<file path="config.mk">
export PLATFORM = sky130hd
export DESIGN_NAME = hex_marquee
export DESIGN_NICKNAME = d
export VERILOG_FILES = /design/src/rtl/hex_marquee.sv
export SDC_FILE = /design/constraint.sdc
export NUM_CORES = 1
export LEC_CHECK = 0
export BUFFER_PORTS_ARGS = -buffer_cell sky130_fd_sc_hd__buf_4
export CAP_MARGIN = 40
export CORE_MARGIN = 5
export CORE_UTILIZATION = 55
export CTS_BUF_LIST = sky130_fd_sc_hd__clkbuf_16
export DETAILED_ROUTE_END_ITERATION = 7
export GPL_TIMING_DRIVEN = 0
export PLACE_DENSITY_LB_ADDON = 0.3
export SYNTH_ARGS = -nofsm -noshare
export SYNTH_HDL_FRONTEND = slang
export SYNTH_SLANG_ARGS = --single-unit
</file>
<file path="constraint.sdc">
create_clock -name CLOCK_50 -period 92.9 [get_ports CLOCK_50]
set_input_delay 4.645 -clock CLOCK_50 [delete_from_list [all_inputs] [get_ports CLOCK_50]]
set_output_delay 4.645 -clock CLOCK_50 [all_outputs]
set_load 0.02 [all_outputs]
</file>
<file path="src/rtl/hex_marquee.sv">
// hex_marquee: scrolling-message driver for NUM_DIGITS common-anode 7-segment
// digits. Holds a writable message buffer and rotates it across the digits
// once per prescaler tick (or per single-step while paused), left or right.
// All outputs are registered. HEX follows pos and the buffer one cycle later.
module hex_marquee #(
  parameter int NUM_DIGITS = 4,
  parameter int MSG_DEPTH  = 16,
  parameter int TICK_COUNT = 50_000_000,
  parameter int AW         = $clog2(MSG_DEPTH)
) (
  input  logic                    CLOCK_50,
  input  logic                    resetn,
  input  logic                    wr_en,
  input  logic [AW-1:0]           wr_addr,
  input  logic [4:0]              wr_data,
  input  logic [AW:0]             msg_len,
  input  logic                    dir,
  input  logic                    run,
  input  logic                    step,
  output logic [7*NUM_DIGITS-1:0] HEX,
  output logic [AW-1:0]           pos,
  output logic                    tick
);

  localparam int CW = (TICK_COUNT > 2) ? $clog2(TICK_COUNT) : 1;
  // Display index width: must hold (MSG_DEPTH-1) + (NUM_DIGITS-1) <= 38.
  localparam int VW = AW + 4;
  // Worst case for the modulo reduction is L=1 with the largest index sum.
  localparam int RED_ITERS = MSG_DEPTH + NUM_DIGITS - 2;
  localparam logic [AW:0]   LEN_MAX  = (AW+1)'(MSG_DEPTH);
  localparam logic [AW:0]   LEN_ONE  = (AW+1)'(1);
  localparam logic [CW-1:0] CNT_LAST = CW'(TICK_COUNT - 1);

  logic [CW-1:0] count;
  logic [4:0]    msg_buf [MSG_DEPTH];
  logic [AW:0]   eff_len;
  logic [AW:0]   len_m1;
  logic          advance;
  logic          shrink;
  logic [AW-1:0] pos_next;
  logic [7*NUM_DIGITS-1:0] hex_next;

  // Active-low a..g pattern for a character code; codes 16..31 are blank.
  function automatic logic [6:0] glyph(input logic [4:0] code);
    logic [6:0] seg;
    seg = 7'b1111111;
    if (!code[4]) begin
      case (code[3:0])
        4'h0: seg = 7'b0000001;
        4'h1: seg = 7'b1001111;
        4'h2: seg = 7'b0010010;
        4'h3: seg = 7'b0000110;
        4'h4: seg = 7'b1001100;
        4'h5: seg = 7'b0100100;
        4'h6: seg = 7'b0100000;
        4'h7: seg = 7'b0001111;
        4'h8: seg = 7'b0000000;
        4'h9: seg = 7'b0001100;
        4'hA: seg = 7'b0001000;
        4'hB: seg = 7'b1100000;
        4'hC: seg = 7'b0110001;
        4'hD: seg = 7'b1000010;
        4'hE: seg = 7'b0110000;
        default: seg = 7'b0111000;
      endcase
    end
    return seg;
  endfunction

  // Effective message length: clamp msg_len into 1..MSG_DEPTH.
  always_comb begin
    eff_len = msg_len;
    if (msg_len == '0) begin
      eff_len = LEN_ONE;
    end else if (msg_len > LEN_MAX) begin
      eff_len = LEN_MAX;
    end
    len_m1 = eff_len - LEN_ONE;
  end

  // Advance request and the wrapped next position in the chosen direction.
  always_comb begin
    advance  = run ? (count == CNT_LAST) : step;
    shrink   = ({1'b0, pos} >= eff_len);
    pos_next = pos;
    if (advance) begin
      if (!dir) begin
        pos_next = (pos == len_m1[AW-1:0]) ? '0 : pos + AW'(1);
      end else begin
        pos_next = (pos == '0) ? len_m1[AW-1:0] : pos - AW'(1);
      end
    end
  end

  // Prescaler, scroll position and tick pulse. A shrunk length forces pos to 0
  // and wins over any advance in the same cycle.
  always_ff @(posedge CLOCK_50) begin
    if (!resetn) begin
      count <= '0;
      pos   <= '0;
      tick  <= 1'b0;
    end else begin
      if (run) begin
        count <= (count == CNT_LAST) ? '0 : count + CW'(1);
      end
      if (shrink) begin
        pos  <= '0;
        tick <= 1'b0;
      end else begin
        pos  <= pos_next;
        tick <= advance;
      end
    end
  end

  // Message buffer: reset fills it with blanks; out-of-range writes are dropped.
  always_ff @(posedge CLOCK_50) begin
    if (!resetn) begin
      for (int i = 0; i < MSG_DEPTH; i++) begin
        msg_buf[i] <= 5'd16;
      end
    end else if (wr_en && ({1'b0, wr_addr} < LEN_MAX)) begin
      msg_buf[wr_addr] <= wr_data;
    end
  end

  // Per-digit buffer lookup. The index (pos + offset) mod L is reduced by
  // repeated conditional subtraction, enough rounds to cover L=1 and a
  // transiently out-of-range pos, so no divider is needed.
  always_comb begin
    logic [VW-1:0] v;
    v        = '0;
    hex_next = '1;
    for (int k = 0; k < NUM_DIGITS; k++) begin
      v = VW'(pos) + VW'(NUM_DIGITS - 1 - k);
      for (int i = 0; i < RED_ITERS; i++) begin
        if (v >= VW'(eff_len)) begin
          v = v - VW'(eff_len);
        end
      end
      hex_next[7*k +: 7] = glyph(msg_buf[v[AW-1:0]]);
    end
  end

  // Registered segment outputs, all dark in reset.
  always_ff @(posedge CLOCK_50) begin
    if (!resetn) begin
      HEX <= '1;
    end else begin
      HEX <= hex_next;
    end
  end

endmodule

</file>
Yosys cells after proc, flatten, opt, wreduce, memory -nomap -nowiden:

Memory sizes are Yosys's and may differ from the RTL's. A register that Yosys moved wholly into a read port is not among the register bits.
Index checks and enable logic that the tools add are counted.

* memories kept: 5
* memory bits (writable): 80
* flip-flop bits (word level): 31
* output and inout bits: 33
* word-level logic and storage cells: 258
* memory bits (read-only): 448
* input port bits: 20

* reductions and logical operators: 8
* equality and inequality tests: 2
* muxes and demuxes: 86
* bitwise gates (word level): 1
* order comparisons: 74
* add/sub/neg operators: 79

Memories
* (no name shown): depth 16, bits a word 7, rd ports 1, clocked after Yosys merged registers in 1, wr ports 0, RTL line 48 `case (code[3:0])`
* (no name shown): depth 16, bits a word 7, rd ports 1, clocked after Yosys merged registers in 1, wr ports 0, RTL line 48
* (no name shown): depth 16, bits a word 7, rd ports 1, clocked after Yosys merged registers in 1, wr ports 0, RTL line 48
* (no name shown): depth 16, bits a word 7, rd ports 1, clocked after Yosys merged registers in 1, wr ports 0, RTL line 48
* msg_buf: depth 16, bits a word 5, rd ports 4, clocked after Yosys merged registers in 0, wr ports 16, RTL line 35 `logic [4:0] msg_buf [MSG_DEPTH];`

Operator list (number)
* greater-or-equal comparator 8 x 5 -> 1 bit: 68
* two-way mux 8 bit: 68
* subtractor 8 x 5 -> 8 bit: 64
* two-way mux 4 bit: 8
* adder 26 x 1 -> 26 bit, second input constant: 1
* equality test 26 bit, second input constant: 1
* two-way mux 26 bit: 1
* subtractor 5 x 5 -> 6 bit: 3
* subtractor 4 bit: 4
* greater-or-equal comparator 5 bit: 3
* two-way mux 5 bit: 3
* adder 4 x 2 -> 5 bit, second input constant: 2
* greater-or-equal comparator 4 x 5 -> 1 bit: 2
* OR reduction 2 bit: 5
* subtractor 4 x 1 -> 4 bit, second input constant: 2
* two-way mux 1 bit: 6
* subtractor 4 x 5 -> 6 bit: 1
* adder 4 x 1 -> 5 bit, second input constant: 1
* > comparator 5 bit, second input constant: 1
* logical NOT 5 bit: 1
* OR reduction 5 bit: 1
* adder 4 x 1 -> 4 bit, second input constant: 1
* equality test 4 bit: 1
* logical NOT 4 bit: 1
* inverter 1 bit: 1

Depth between registers and ports, before layout:

Gate-level depths: netlist (run 1).
An unclocked memory read counts as a cell.

* depth after elaboration: 41
* depth in mapped cells: 201
* mapped depth without buffers: 192

Least setup slack after synthesis (run 1):

No wires, ideal clock.

* path type: in2reg
* start: input msg_len[4]
* end: register HEX[16]
* stages on the path: 186
* data required time: 92.762 ns
* path slack: 47.226 ns
* arrival: 45.536 ns
* path buffers: 8
* library setup time: 0.138 ns
* path through: buf_2 -> inv_1 -> nand2_1 -> inv_1 -> fa_1 -> nor2b_1 -> o21a_1 -> or3_4 -> a21oi_1 -> mux2i_1 -> ha_1 -> fa_1 -> nand2b_1 -> a21oi_1 -> nor4_1 -> o21ai_0 -> ha_1 -> nor2b_1 -> (+150 left out) -> a21boi_0 -> o21ai_0 -> nand2b_1 -> a21oi_1 -> o21a_1 -> nand3_1 -> o22ai_4 -> a31oi_4 -> mux2_2 -> nor2_1 -> a2111oi_0 -> nor4_2 -> inv_1 -> ha_1 -> inv_1 -> nor3_1 -> o21ba_1 -> o221ai_1

* longest elaborated chain between the ends: 41
* elaborated cells between the ends (all ways): 60
* those cells by class: add/sub (18); order compare (19); mux (20); reduce/logical (2); memory (1)

Ends and longest elaborated chain
* start, declared: RTL line 16 `input logic [AW:0] msg_len,`
* > comparator 5 bit: RTL line 75 `end else if (msg_len > LEN_MAX) begin`
* two-way mux 5 bit: RTL line 75
* two-way mux 5 bit (*): RTL line 73 `if (msg_len == '0) begin`
* subtractor 5 x 5 -> 6 bit or greater-or-equal comparator 5 bit (tied branches): RTL line 138, 137
* two-way mux 8 bit: RTL line 137 `if (v >= VW'(eff_len)) begin`
* subtractor 8 x 5 -> 8 bit or greater-or-equal comparator 8 x 5 -> 1 bit (tied branches): RTL line 138, 137
* two-way mux 8 bit: RTL line 137
* subtractor 8 x 5 -> 8 bit or greater-or-equal comparator 8 x 5 -> 1 bit (tied branches): RTL line 138, 137
* (+25 left out)
* subtractor 8 x 5 -> 8 bit or greater-or-equal comparator 8 x 5 -> 1 bit (tied branches): RTL line 138, 137
* two-way mux 8 bit: RTL line 137
* subtractor 8 x 5 -> 8 bit or greater-or-equal comparator 8 x 5 -> 1 bit (tied branches): RTL line 138, 137
* two-way mux 8 bit: RTL line 137
* greater-or-equal comparator 8 x 5 -> 1 bit or subtractor 4 bit (tied branches): RTL line 137, 138
* two-way mux 4 bit (*): RTL line 137
* memory read (16 x 5 bit) (*)
* OR reduction 2 bit (no source line)
* end, declared: RTL line 20 `output logic [7*NUM_DIGITS-1:0] HEX,`

Mark *: on every way between the ends. The rest lies on a longest branch, timed or not.
A chain may end at the register's enable or synchronous reset.

Worst setup path in the final report (run 1):

* start: input msg_len[4]
* end: register HEX[6]

Same word-level chain as after synthesis.

==> run summary, run 1 <==
Die height - 269 um
Vias/cell - 6.32
Fmax - 20.5 MHz
Ys flop type - edfxtp_1
Slowest-stage cell, CP - mux2i_1
Period utilization - 0.525
Yosys cell types - 155
Crit path required time - 93.18 ns
Synth top area share - 0.131
Final worst path period need - 48.76 ns
#FFs+latches synth - 139
Area Overhead vs Synth - 6.14%
Crit-path most repeated cell - o21ai_0
CTS tree - built
Clock Skew - 0.0269 ns
CP max FO - 42
Final Wtd Congestion - 1.00
Post-Syn Nets - 5,053
Via count - 35,000
Clock transition at path regs - 0.07 ns
Top post-synthesis cells by area - ha_1 (13%), edfxtp_1 (6.5%), mux2_2 (5.8%), mux2i_1 (5.4%), fa_1 (3.9%)
Initial antenna violation count - 0
Final Setup Violations - 0
Initial core utilization - 0.557
CP endpoint kind - flip-flop
Number of cell rows - 94
R2r worst-path depth - 179
Post-synth EDFFs - 80
Final Hold Violating Endpoints - 0
Total GRT Usage - 0.253
Num ports - 53
Max transition margin - 0.389
Cell Area, Synth - 36,800 um2
Postcts setup bufs - 0
CTS Buffer Depth - 2
DRT iter0 DRCs - 2,521
FILL cells - 6,065
Pre-antenna DRT Iters - 5
Share of cells above drive strength 1 - 0.123
Top-count cell post-synth - ha_1
DRC Markers - 0
Inserted Diodes - 0
CP Launch Type - input port
Setup CP Type - input port to flip-flop
Seq/Total Area, Yosys - 0.0973
Hold Path Depth - 2
Root buffer cell - clkbuf_16
Arr. time, crit path - 49.04 ns
Outcome - completed
Die Area - 72,200 um2
CTS Hold Bufs - 0
Antenna Nets Post-Route - 0
WL per Instance - 17.2 um
Slowest stage delay, CP - 0.79 ns
Core area - 66,100 um2
Global-route wire length before repair - 159 mm
Max cap viols - 0
Ys async rst share - 0
Final Util - 0.591
H-tree Lvls - 4
HP Class - flip-flop to flip-flop
TritonCTS buffer count - 17
Port buffer count - 49
Grt ovf - 0
Vias in the first global route - 33,000
Nets - 5,133
Clock Sinks - 139
Post-DP HPWL - 74.4 mm
Unrepaired setup endpoints after global routing - false
Slew @ Worst Pin - 0.890 ns
Mapped Cells - 4,575
Setup TNS - 0 ns
Post-Route WL - 95.1 mm
Post-CTS Resized - 0
Commonest cells in the netlist - ha_1 (386), nand2_1 (364), nor2_1 (333)
Synth area leader - ha_1
Syn Area/Cell - 8.05 um2
Synthesis Warnings - 0
Pin count of the biggest net entering global routing - 47
Die W - 269 um
Max-slew violation count - 0
Latest clock arrival within the worst-skew pair - 0.46 ns
## metal layers
| layer | wire, um | vias to the layer above | GRT usage |
|---|---|---|---|
| met5 | 0 | - | 0 |
| met4 | 2110 | 0 | 0.0581 |
| met3 | 4770 | 183 | 0.0263 |
| met2 | 43500 | 937 | 0.429 |
| met1 | 44800 | 16400 | 0.351 |
| li1 | - | 17500 | - |
## metrics by stage
stage / instance area [um2] / std cells / hold WS, ns / setup slack [ns]
6_report: 39100 / 5532 / 0.513 / 44.14
2_1_floorplan: 36800 / 4575 / 0.463 / 47.23
5_1_grt: 39100 / 5532 / 0.532 / 40.41
4_1_cts: 39100 / 5530 / 0.510 / 44.38
3_3_place_gp: 38300 / 5488 / 0.476 / 38.61
3_5_place_dp: 38500 / 5498 / 0.494 / 44.05
## cell usage in the layout (no fill, tap or decap), types with 18 or more instances in the layout
cell type,instances
ha_1,386
a31oi_1,29
clkbuf_1,37
and4_1,18
nor3_1,72
a41oi_1,19
nor4_1,20
or3_1,38
and3_1,54
a21boi_0,20
and2_1,132
xor2_1,91
o21ai_1,46
dfxtp_1,59
inv_1,163
a21oi_1,262
xnor2_1,162
nand2b_1,177
buf_2,33
o211ai_1,52
nand2_1,361
edfxtp_1,80
nor2_1,333
buf_4,65
nand3_1,117
a311oi_1,19
o31ai_1,27
nand4_1,36
a211o_1,20
a21o_1,101
or2_2,24
o21a_1,37
mux2_2,190
fa_1,72
nor2b_1,185
o21ai_0,283
a211oi_1,52
mux2i_1,197
## layout make-up
type,count,area (um2),area share
Timing Repair Buffer,61,573,0.0147
Clock buffer,17,425,0.0109
Buffer,103,598,0.0153
Clock inverter,15,153,0.00391
Multi-Input combinational cell,4164,32000,0.819
Inverter,169,642,0.0164
Tap cell,864,1080,0.0277
Sequential cell,139,3580,0.0917
## critical path, delay by kind of cell
| family | cells | cell delay (ns) |
|---|---|---|
| buffers and inverters | 18 | 3.47 |
| adders and majority gates | 22 | 7.57 |
| AOI/OAI and AO/OA | 58 | 13.52 |
| and+or+nand+nor | 71 | 14.20 |
| muxes | 14 | 5.64 |
## state kept, by name, indices dropped and copies added, names as in the netlist
name,flops
pos,4
count,26
tick,1
HEX,28
msg_buf,80
## final timing paths
path	end	slack (ns)	from
setup / recovery	HEX[6]	44.14	msg_len[4]
hold / removal	count[23]	0.51	count[23]
setup reg to reg	HEX[6]	48.80	pos[1]
hold reg to reg	count[23]	0.51	count[23]
## logic make-up after synthesis
group	after synthesis	synth area share
multiplexers	419	0.127
XOR/XNOR	255	0.0611
flip-flops	139	0.0973
adder cells (fa/ha/maj)	458	0.170
AO/OA/AOI/OAI	1338	0.265
AND/OR/NAND/NOR	1694	0.246
buffers and inverters	272	0.0335
Power of run 1 is not shown: default switching activity piles up to over one toggle a cycle in this logic, so the estimate is an artifact.
==> inputs of run 2 (changes only) <==
Clock period 92.9 ns to 41.2 ns, I/O delays scaled along.
==> run 2 against run 1 <==
Against the previous run:
- first-iteration DRC count up 18%
- largest cell class unchanged
- cell count increased by 3.5%
- register-to-register slack got worse by 46 ns
- core utilization rose by 4.3 points
- non-clock buffer count rose by 193
- global-route usage increased by 0.56 points
- sequential cell count did not move
- via count is 3.7% higher
- design area grew 7.3%
- die area stayed put
- worst setup slack got worse by 42 ns
==> run summary, run 2 (synthesis results as in run 1) <==
Pre-antenna DRT Iters - 6 (+1)
Setup crit end - HEX[6]
Max cap viols - 0 (unchanged)
Initial antenna violation count - 2 (+2)
Most common cell after layout, fill and taps aside - ha_1
Pin count of the biggest net entering global routing - 47 (unchanged)
CP Launch Type - input port
CTS Buffer Depth - 2 (unchanged)
CP endpoint kind - flip-flop
Clock transition at path regs - 0.07 ns (about the same)
Clock Skew - 0.0179 ns (-0.00900 ns)
Final worst slack - 1.83 ns (-42.32 ns)
Die height - 269 um (unchanged)
Slew @ Worst Pin - 0.915 ns (+0.0245 ns)
Inserted Diodes - 0 (unchanged)
FILL cells - 5,706 (-5.9%)
Global-route wire length before repair - 162 mm (+2.0%)
Period utilization - 0.956
Most frequent cells in the layout - ha_1 (370), nand2_1 (353), nor2_1 (318)
Final Setup Violations - 0 (unchanged)
Vias in the first global route - 33,500 (+1.5%)
Share of cells above drive strength 1 - 0.196 (+0.0728)
WL per Instance - 17.8 um (+3.4%)
Final Util - 0.634 (+0.0431)
Nets - 5,329 (+3.8%)
Total GRT Usage - 0.259 (+0.00559)
Fmax - 25.4 MHz
RR Endpoint - HEX[6]
Hold slack - 0.505 ns (-0.00705 ns)
Pre-CTS WS - -5.09 ns (-49.14 ns)
FF/Latch Area - 3580 um2 (unchanged)
Final Wtd Congestion - 0.988 (-1.1%)
HP Class - flip-flop to flip-flop
Grt ovf - 0 (unchanged)
Final Hold Violating Endpoints - 0 (unchanged)
Die W - 269 um (unchanged)
Antenna Nets Post-Route - 0 (unchanged)
R2r setup slk - 2.88 ns (-45.92 ns)
Latest clock arrival within the worst-skew pair - 0.45 ns (about the same)
Number of cell rows - 94 (unchanged)
TritonCTS buffer count - 17 (unchanged)
Area of the multi-input gates - 33,200 um2 (+3.7%)
Die Area - 72,200 um2 (unchanged)
Top flop regs - msg_buf: 80 flops, HEX: 28 flops, count: 26 flops
Biggest register - msg_buf
Core area - 66,100 um2 (unchanged)
Port buffer count - 49 (unchanged)
Final worst path period need - 39.37 ns
Via count - 36,300 (+3.7%)
Post-DP HPWL - 75.0 mm (+0.78%)
Slowest-stage cell, CP - or4_4
Area Overhead vs Synth - 13.9%
Arr. time, crit path - 39.66 ns (-9.38 ns)
Crit path required time - 41.49 ns (-51.69 ns)
R2r worst-path depth - 190 (+6.1%)
Slowest stage delay, CP - 0.59 ns (-0.20 ns)
DRC Markers - 0 (unchanged)
DRT iter0 DRCs - 2,968 (+18%)
CTS tree - built
H-tree Lvls - 4 (unchanged)
Max transition margin - 0.383 (-0.00600)
Initial core utilization - 0.557 (unchanged)
Setup TNS - 0 ns (unchanged)
Clock Sinks - 139 (unchanged)
Post-Route WL - 102 mm (+7.1%)
Num ports - 53 (unchanged)
Worst setup startpoint - msg_len[2]
Outcome - completed
CTS Hold Bufs - 0 (unchanged)
Max-slew violation count - 0 (unchanged)
Root buffer cell - clkbuf_16
Max FFs per register - 80 (unchanged)
Vias/cell - 6.33 (+0.11%)
Setup CP Type - input port to flip-flop
CP max FO - 24 (-43%)
Crit-path most repeated cell - nor2b_1
Worst r2r src - pos[1]
==> run 2: changes by cell type in the layout (fill, tap and decap cells not counted), moves of 9 or more <==
cell	delta
o21ai_1	+14
mux2i_1	-11
a21oi_1	-31
nor2_1	-15
buf_2	-9
o21ai_2	+14
o21ai_0	-34
ha_1	-16
nor2_4	+9
a21oi_2	+23
buf_4	+190
ha_2	+10
==> run 2: critical path: cells and delay by family <==
| kind | cells | cell delay (ns) |
|---|---|---|
| buffers and inverters | 17 | 2.44 |
| AOI/OAI and AO/OA | 54 | 8.26 |
| adders and majority gates | 30 | 8.92 |
| and+or+nand+nor | 76 | 12.24 |
| muxes | 17 | 5.58 |
==> run 2: stage by stage <==
step	std cells	instance area, um2
floorplan	4575	36800
global placement	5488	38300
detailed placement	5500	38500
CTS	5568	39900
global route	5728	41900
finish	5728	41900
==> run 2: layout make-up <==
class                           instances  share of cell area
Sequential cell                       139              0.0855
Clock buffer                           18              0.0107
Timing Repair inverter                  1            0.000149
Timing Repair Buffer                  258              0.0522
Buffer                                 99              0.0156
Tap cell                              864              0.0258
Clock inverter                         14             0.00245
Inverter                              169              0.0156
Multi-Input combinational cell       4166               0.792
==> run 2: worst min-delay path by stage <==
stage | from | cells past startpoint | slack, ns | end
floorplan | count[1] | 2 | 0.46 | count[1]
global placement | count[1] | 2 | 0.48 | count[1]
detailed placement | count[23] | 2 | 0.49 | count[23]
CTS | count[1] | 2 | 0.51 | count[1]
global route | count[1] | 2 | 0.54 | count[1]
finish | count[1] | 2 | 0.51 | count[1]
==> run 2: layer usage <==
| layer | vias up | GRT usage | share of wire |
|---|---|---|---|
| met5 | - | 0 | 0 |
| met4 | 0 | 0.0606 | 0.025 |
| met3 | 201 | 0.0250 | 0.054 |
| met2 | 1070 | 0.439 | 0.47 |
| met1 | 17100 | 0.359 | 0.46 |
| li1 | 17800 | - | - |
==> run 2: repair_timing <==
item	in CTS	in global routing
pin swaps	17	74
setup endpoints to repair	28	28
buffers inserted	33	157
gates cloned	5	3
gates resized for setup	107	221
Power of run 2 is left out for the same reason.
